**config.mk**
```make
export PLATFORM = sky130hd
export DESIGN_NAME = yarp_lsu
export DESIGN_NICKNAME = d
export VERILOG_FILES = /design/src/rtl/yarp_lsu.sv
export SDC_FILE = /design/constraint.sdc
export NUM_CORES = 1
export LEC_CHECK = 0
export BUFFER_PORTS_ARGS = -buffer_cell sky130_fd_sc_hd__buf_2
export CAP_MARGIN = 5
export CORE_MARGIN = 3
export CORE_UTILIZATION = 35
export CTS_CLUSTER_DIAMETER = 120
export DETAILED_ROUTE_END_ITERATION = 8
export PLACE_DENSITY = 0.61
export SYNTH_ARGS = -nofsm -noshare
export SYNTH_HDL_FRONTEND = slang
export SYNTH_SLANG_ARGS = --single-unit
```
**constraint.sdc**
```tcl
create_clock -name clk -period 5.35 [get_ports clk]
set_input_delay 0.535 -clock clk [delete_from_list [all_inputs] [get_ports clk]]
set_output_delay 0.535 -clock clk [all_outputs]
set_load 0.05 [all_outputs]
```
**src/rtl/yarp_lsu.sv**
```systemverilog
// yarp_lsu: load/store unit between the execute stage and a
// request/grant/response data-memory bus.
//
// Each access is captured in IDLE and issued as one bus beat, or as two
// beats when a misaligned access crosses an NB-aligned word. Strobes and
// write data are steered into the lanes selected by the address offset.
// Load data is shifted back down, assembled, then sign- or zero-extended.
//
// Build option: define YARP_LSU_MISALIGN_SPLIT_EN to execute misaligned
// accesses (single shifted beat, or two beats when crossing a word).
// Without it, any misaligned access completes immediately with an error.
//
// Handshakes:
//   execute side: a request is taken on a cycle where lsu_req_i and
//   lsu_ready_o are both high; lsu_done_o pulses once per taken request
//   (never for one abandoned by reset).
//   bus side: mem_req_o and its beat fields hold steady until mem_gnt_i;
//   mem_rvalid_i then answers that beat. At most one beat is outstanding.
//
// Ports:
//   clk, reset         clock, synchronous active-high reset
//   lsu_req_i ..       execute-side request (addr, size, wr, data, zext)
//   lsu_ready_o        idle, able to take a request
//   lsu_done_o         one-cycle completion pulse
//   lsu_err_o          error flag, valid with lsu_done_o
//   lsu_rd_data_o      extended load data, held until the next completion
//   mem_*_o            bus beat: req, aligned addr, byte strobes, wr, data
//   mem_gnt_i          beat accepted
//   mem_rvalid_i       response for the granted beat (rd data, err)
module yarp_lsu #(
  parameter int ADDR_W = 32,
  parameter int DATA_W = 32
) (
  input  logic                clk,
  input  logic                reset,
  input  logic                lsu_req_i,
  input  logic [ADDR_W-1:0]   lsu_addr_i,
  input  logic [1:0]          lsu_size_i,
  input  logic                lsu_wr_i,
  input  logic [DATA_W-1:0]   lsu_wr_data_i,
  input  logic                lsu_zero_extnd_i,
  output logic                lsu_ready_o,
  output logic                lsu_done_o,
  output logic                lsu_err_o,
  output logic [DATA_W-1:0]   lsu_rd_data_o,
  output logic                mem_req_o,
  output logic [ADDR_W-1:0]   mem_addr_o,
  output logic [DATA_W/8-1:0] mem_be_o,
  output logic                mem_wr_o,
  output logic [DATA_W-1:0]   mem_wr_data_o,
  input  logic                mem_gnt_i,
  input  logic                mem_rvalid_i,
  input  logic [DATA_W-1:0]   mem_rd_data_i,
  input  logic                mem_err_i
);

  localparam int NB       = DATA_W / 8;
  localparam int OFF_W    = $clog2(NB);
  localparam int MAX_SIZE = OFF_W;  // largest legal log2(bytes)

  typedef enum logic [2:0] {IDLE, REQ1, RSP1, REQ2, RSP2, DONE} state_t;
  state_t state, state_nxt;

  // Captured request
  logic [ADDR_W-1:0] addr_q;
  logic [1:0]        size_q;
  logic              wr_q;
  logic [DATA_W-1:0] wdata_q;
  logic              zext_q;
  logic              err_q;
  logic [DATA_W-1:0] asm_q;
  logic [DATA_W-1:0] rd_q;

  // Request decode from the live inputs (used only when accepting)
  logic [OFF_W-1:0] in_off;
  logic [OFF_W-1:0] in_lowmask;
  logic             in_illegal;
  logic             in_mis;
  logic             reject;
  logic             go_second;

  assign in_off     = lsu_addr_i[OFF_W-1:0];
  assign in_lowmask = OFF_W'((5'd1 << lsu_size_i) - 5'd1);
  assign in_illegal = int'(lsu_size_i) > MAX_SIZE;
  assign in_mis     = |(in_off & in_lowmask);

`ifdef YARP_LSU_MISALIGN_SPLIT_EN
  logic in_cross;
  logic cross_q;
  assign in_cross = (5'(in_off) + (5'd1 << lsu_size_i)) > 5'(NB);
  assign reject    = in_illegal;
  assign go_second = cross_q;

  always_ff @(posedge clk) begin
    if (reset)                          cross_q <= 1'b0;
    else if (state == IDLE && lsu_req_i) cross_q <= in_cross;
  end
`else
  assign reject    = in_illegal | in_mis;
  assign go_second = 1'b0;
`endif

  // Beat geometry from the captured request. The double-width products
  // hold both beats: low half is beat 1, high half is beat 2.
  logic [OFF_W-1:0]    off_q;
  logic [3:0]          n_q;
  logic [2*NB-1:0]     be_wide;
  logic [2*DATA_W-1:0] wd_wide;
  logic [ADDR_W-1:0]   beat1_addr;

  assign off_q      = addr_q[OFF_W-1:0];
  assign n_q        = 4'd1 << size_q;
  assign be_wide    = (2*NB)'((1 << n_q) - 1) << off_q;
  assign wd_wide    = {{DATA_W{1'b0}}, wdata_q} << (8 * off_q);
  assign beat1_addr = {addr_q[ADDR_W-1:OFF_W], {OFF_W{1'b0}}};

  function automatic logic [DATA_W-1:0] lane_mask(input logic [NB-1:0] be);
    logic [DATA_W-1:0] m;
    m = '0;
    for (int i = 0; i < NB; i++) m[8*i +: 8] = {8{be[i]}};
    return m;
  endfunction

  // Beat 1 lanes land at byte 0; beat 2 lanes continue at byte NB-off.
  logic [DATA_W-1:0] asm1, asm2;
  assign asm1 = (mem_rd_data_i & lane_mask(be_wide[NB-1:0])) >> (8 * off_q);
  assign asm2 = asm_q | ((mem_rd_data_i & lane_mask(be_wide[2*NB-1:NB]))
                         << (8 * (NB - int'(off_q))));

  // Extension of the assembled bytes
  logic              sign_bit;
  logic [7:0]        fill;
  logic [DATA_W-1:0] ext_data;
  logic [DATA_W-1:0] rd_comb;

  always_comb begin
    case (size_q)
      2'd0:    sign_bit = asm_q[7];
      2'd1:    sign_bit = asm_q[15];
      default: sign_bit = asm_q[31];  // full-width doubles take no fill
    endcase
    fill     = zext_q ? 8'h00 : {8{sign_bit}};
    ext_data = '0;
    for (int i = 0; i < NB; i++)
      ext_data[8*i +: 8] = (i < int'(n_q)) ? asm_q[8*i +: 8] : fill;
    rd_comb = (wr_q || err_q) ? '0 : ext_data;
  end

  // State register
  always_ff @(posedge clk) begin
    if (reset) state <= IDLE;
    else       state <= state_nxt;
  end

  // Next state
  always_comb begin
    state_nxt = state;
    case (state)
      IDLE: if (lsu_req_i) state_nxt = reject ? DONE : REQ1;
      REQ1: if (mem_gnt_i) state_nxt = RSP1;
      RSP1: if (mem_rvalid_i)
              state_nxt = (go_second && !mem_err_i && !err_q) ? REQ2 : DONE;
      REQ2: if (mem_gnt_i) state_nxt = RSP2;
      RSP2: if (mem_rvalid_i) state_nxt = DONE;
      DONE: state_nxt = IDLE;
      default: state_nxt = IDLE;
    endcase
  end

  // Outputs
  always_comb begin
    lsu_ready_o   = 1'b0;
    lsu_done_o    = 1'b0;
    lsu_err_o     = 1'b0;
    lsu_rd_data_o = rd_q;
    mem_req_o     = 1'b0;
    mem_addr_o    = '0;
    mem_be_o      = '0;
    mem_wr_o      = 1'b0;
    mem_wr_data_o = '0;
    case (state)
      IDLE: lsu_ready_o = 1'b1;
      REQ1: begin
        mem_req_o     = 1'b1;
        mem_addr_o    = beat1_addr;
        mem_be_o      = be_wide[NB-1:0];
        mem_wr_o      = wr_q;
        mem_wr_data_o = wd_wide[DATA_W-1:0];
      end
      REQ2: begin
        mem_req_o     = 1'b1;
        mem_addr_o    = beat1_addr + ADDR_W'(NB);
        mem_be_o      = be_wide[2*NB-1:NB];
        mem_wr_o      = wr_q;
        mem_wr_data_o = wd_wide[2*DATA_W-1:DATA_W];
      end
      DONE: begin
        lsu_done_o    = 1'b1;
        lsu_err_o     = err_q;
        lsu_rd_data_o = rd_comb;
      end
      default: ;
    endcase
  end

  // Datapath registers
  always_ff @(posedge clk) begin
    if (reset) begin
      addr_q  <= '0;
      size_q  <= '0;
      wr_q    <= 1'b0;
      wdata_q <= '0;
      zext_q  <= 1'b0;
      err_q   <= 1'b0;
      asm_q   <= '0;
      rd_q    <= '0;
    end else begin
      case (state)
        IDLE: if (lsu_req_i) begin
          addr_q  <= lsu_addr_i;
          size_q  <= lsu_size_i;
          wr_q    <= lsu_wr_i;
          wdata_q <= lsu_wr_data_i;
          zext_q  <= lsu_zero_extnd_i;
          err_q   <= reject;
          asm_q   <= '0;
        end
        RSP1: if (mem_rvalid_i) begin
          asm_q <= asm1;
          err_q <= err_q | mem_err_i;
        end
        RSP2: if (mem_rvalid_i) begin
          asm_q <= asm2;
          err_q <= err_q | mem_err_i;
        end
        DONE: rd_q <= rd_comb;
        default: ;
      endcase
    end
  end

endmodule

```
==> results.py <==
metrics = {
    "detailed_routing": {
        "first_iter_violations": 961,
        "drc_errors": 0,
        "vias": 9154,
        "avgViaCountPerCell": 5.64,
        "routedWlPerCell_um": 18.3,
        "drtPass1Iterations": 6,
        "ant_nets": 0,
        "routed_wl_um": 29700,
    },
    "finish": {
        "multi_input_area_um2": 5170,
        "mostFrequentLayoutCells": "232 x nand2_1, 207 x buf_2, 134 x dfxtp_1",
        "area_growth_pct": 22.0,
        "seqCellArea_um2": 2730,
        "nets": 1406,
        "fillCellCount": 2430,
        "final_common_cell": "nand2_1",
        "drive_gt1_share_pct": 22.0,
    },
    "sta": {
        "report.final.slew_viol_count": 0,
        "worstMarginPinSlew_ps": 1150,
        "finalCritPeriodShare_pct": 77.0,
        "layout_min_cycle_time_ps": 4120,
        "tns_ps": 0,
        "fin_skew_ps": 13.6,
        "rsz0062_at_grt": "no",
        "layout_setup_ws_ps": 1230,
        "timing.fmax_mhz": 243,
        "hold_viol_final": 0,
        "relSlewSlack_pct": 23.6,
        "finalSetupViolCount": 0,
    },
    "die": {
        "die-area_um2": 25600,
        "chipWidth_um": 160,
        "start_util_pct": 36.1,
        "die_h_um": 160,
        "io_pins": 211,
        "placeableCoreArea_um2": 23000,
        "rows": 55,
    },
    "critical_path": {
        "worstPathCellList": "buf_4, nor2_1, inv_1, ha_1, nor2b_1, a211oi_1, nor2_1, nor2_1, a22o_1, buf_2",
        "path_delay_family": "simple AND/OR/NAND/NOR gates",
        "worst_path_max_delay_cell": "nor2_1",
        "cp_slowest_stage_delay_ps": 550,
        "cp_common_cell": "nor2_1",
        "worst-path-buf-inv": 3,
        "path_class": "flip-flop to primary output",
        "crit_fanout": 12,
        "worst-endpoint-arrival_ps": 3590,
        "required_ps": 4820,
        "end_kind": "primary output",
        "worst_setup_path_start_kind": "flip-flop",
    },
    "placed_design": {
        "dp_worst_setup_slack_ps": 1490,
        "place_congestion": 0.901,
        "dp_hpwl_um": 21300,
        "numPortBuffers": 208,
    },
    "synthesis": {
        "synth_edf_count": 0,
        "ys_async_sr_fraction_pct": 0,
        "yosys.cell_types.count": 65,
        "avgSynthCellArea_um2": 7.27,
        "ys_ff_latch": 136,
        "yosys_warnings": 0,
        "synth_area_um2": 8300,
        "synth_ff_type": "dfxtp_1",
        "synth_cells": 1142,
        "synth_seq_area_share_pct": 32.8,
    },
    "clock_network": {
        "numCtsBuffers": 17,
        "cts.reportedPaths.clkPinSlew_ps": 60,
        "clock_sinks": 136,
        "cts.repair.resized": 0,
        "cts_tree": "done",
        "cts_hold_buf": 0,
        "post_cts_buffers": 0,
        "clk_path_buf_depth": 2,
        "cts_root_buf": "clkbuf_16",
        "htreeDepth": 4,
        "worstSkewPairLatency_ps": 430,
    },
    "worst_hold_path": {
        "min_path_type": "input port to flip-flop",
    },
    "power": {
        "p_sw_share_pct": 38.9,
        "power.leakage_nw": 4.03,
        "power.density_nw_per_um2": 364,
        "internal_power_mw": 2.25,
        "peakVddDrop_v": 0.000239,
        "total_power_mw": 3.69,
        "comb_power_share_pct": 31.3,
        "p_switching_mw": 1.43,
        "pwr-share-clk_pct": 35.0,
        "p_seq_share_pct": 33.7,
    },
    "run": {
        "maxCapViolations": 0,
    },
    "global_routing": {
        "grt_pass1_wl_um": 46300,
        "antenna_found_initial": 4,
        "track_usage_pct": 22.3,
        "grt_max_degree": 94,
        "grt_pass1_vias": 8424,
        "grt_overflow": 0,
    },
    "run_status": {
        "status": "complete, no violations",
    },
}
worst register-to-register path, cell delays in order (launching register included):
cell	delay, ps
dfxtp_2	1070
inv_1	580
ha_1	630
nor3_1	480
a21boi_1	630
a21oi_1	160
o22a_1	200
nor3_1	150
area by class of cell:
type | count | share of cell area [%]
well taps | 313 | 3.87
multi-input cells | 902 | 51.0
clock buffers | 19 | 4.37
flip-flops and latches | 136 | 26.9
inverters | 16 | 0.593
diodes | 2 | 0.0494
clock inverters | 13 | 1.91
repair buffers | 221 | 11.3
through the flow:
stage | area [µm²] | hold WS [ps] | utilization, % | instances
CTS | 10100 | 325 | 44.0 | 1620
global route | 10100 | 331 | 44.1 | 1621
floorplan | 8300 | 425 | - | 1143
global placement | 9490 | 434 | 41.3 | 1588
finish | 10100 | 336 | 44.1 | 1622
detailed placement | 9490 | 442 | 41.3 | 1588
state kept, by name (all words and copies together) (netlist names):
register / flops
err_q: 1
addr_q: 32
wdata_q: 32
rd_q: 32
asm_q: 32
wr_q: 1
size_q: 2
state: 3
zext_q: 1
per-layer routing:
layer	share of wire, %	GRT usage, %	up-vias
met2	46	35.3	455
li1	-	-	4378
met4	2.8	7.61	4
met3	8.8	5.24	60
met1	42	30.0	4257
met5	0.071	0	-
path summary, 6_finish.rpt:
check	startpoint	endpoint	slack [ps]	cells after the start
hold reg to reg	rd_q[25]	rd_q[25]	450	2
setup / recovery	size_q[0]	lsu_rd_data_o[13]	1230	10
setup reg to reg	addr_q[1]	asm_q[0]	1380	7
hold / removal	lsu_addr_i[18]	addr_q[18]	340	3
power groups by stage:
stage,sequential (mW),combinational (mW),clock [mW]
after global placement,1.26,1.14,0
after global routing,1.26,1.27,1.35
after CTS,1.24,1.15,1.30
final,1.24,1.16,1.29
after detailed placement,1.26,1.15,0
after floorplan,1.18,0.901,0
synth_stat cells, types with 5 or more instances:
cell type / number / area, µm²
clkbuf_1: 71 / 267
a211oi_1: 20 / 150
nor4_1: 8 / 50.1
o21ai_0: 54 / 270
nor2b_1: 31 / 194
nand2_1: 232 / 871
dfxtp_1: 136 / 2720
ha_1: 6 / 75.1
a31oi_1: 5 / 31.3
inv_1: 14 / 52.6
a32o_1: 6 / 60.1
nor2_1: 109 / 409
nand3_1: 24 / 120
nor3_1: 35 / 175
xor2_1: 7 / 61.3
o22a_1: 5 / 43.8
a22o_1: 51 / 447
and3_1: 15 / 93.8
buf_1: 8 / 30.0
or3_1: 6 / 37.5
and2_1: 7 / 43.8
mux2i_1: 38 / 380
a221oi_1: 10 / 87.6
buf_2: 6 / 30.0
a21oi_1: 107 / 536
nand4_1: 5 / 31.3
o32a_1: 5 / 50.1
o22ai_1: 16 / 100
and4_1: 5 / 43.8
a222oi_1: 8 / 80.1
or2_2: 16 / 100
xnor2_1: 18 / 158
cells by family (layout without fill, tap and decap cells):
kind of cell / Yosys count / in the layout / synth area share [%]
and+or+nand+nor: 509 / 509 / 27.8
AOI/OAI and AO/OA: 319 / 319 / 25.7
DFF: 136 / 136 / 32.8
buffers and inverters: 105 / 269 / 5.11
muxes: 41 / 41 / 4.99
xor gates and xnor gates: 25 / 25 / 2.64
adders and majority gates: 6 / 6 / 0.904
other: 1 / 4 / 0.0452
No activity file was read; power rests on OpenSTA's default activity.
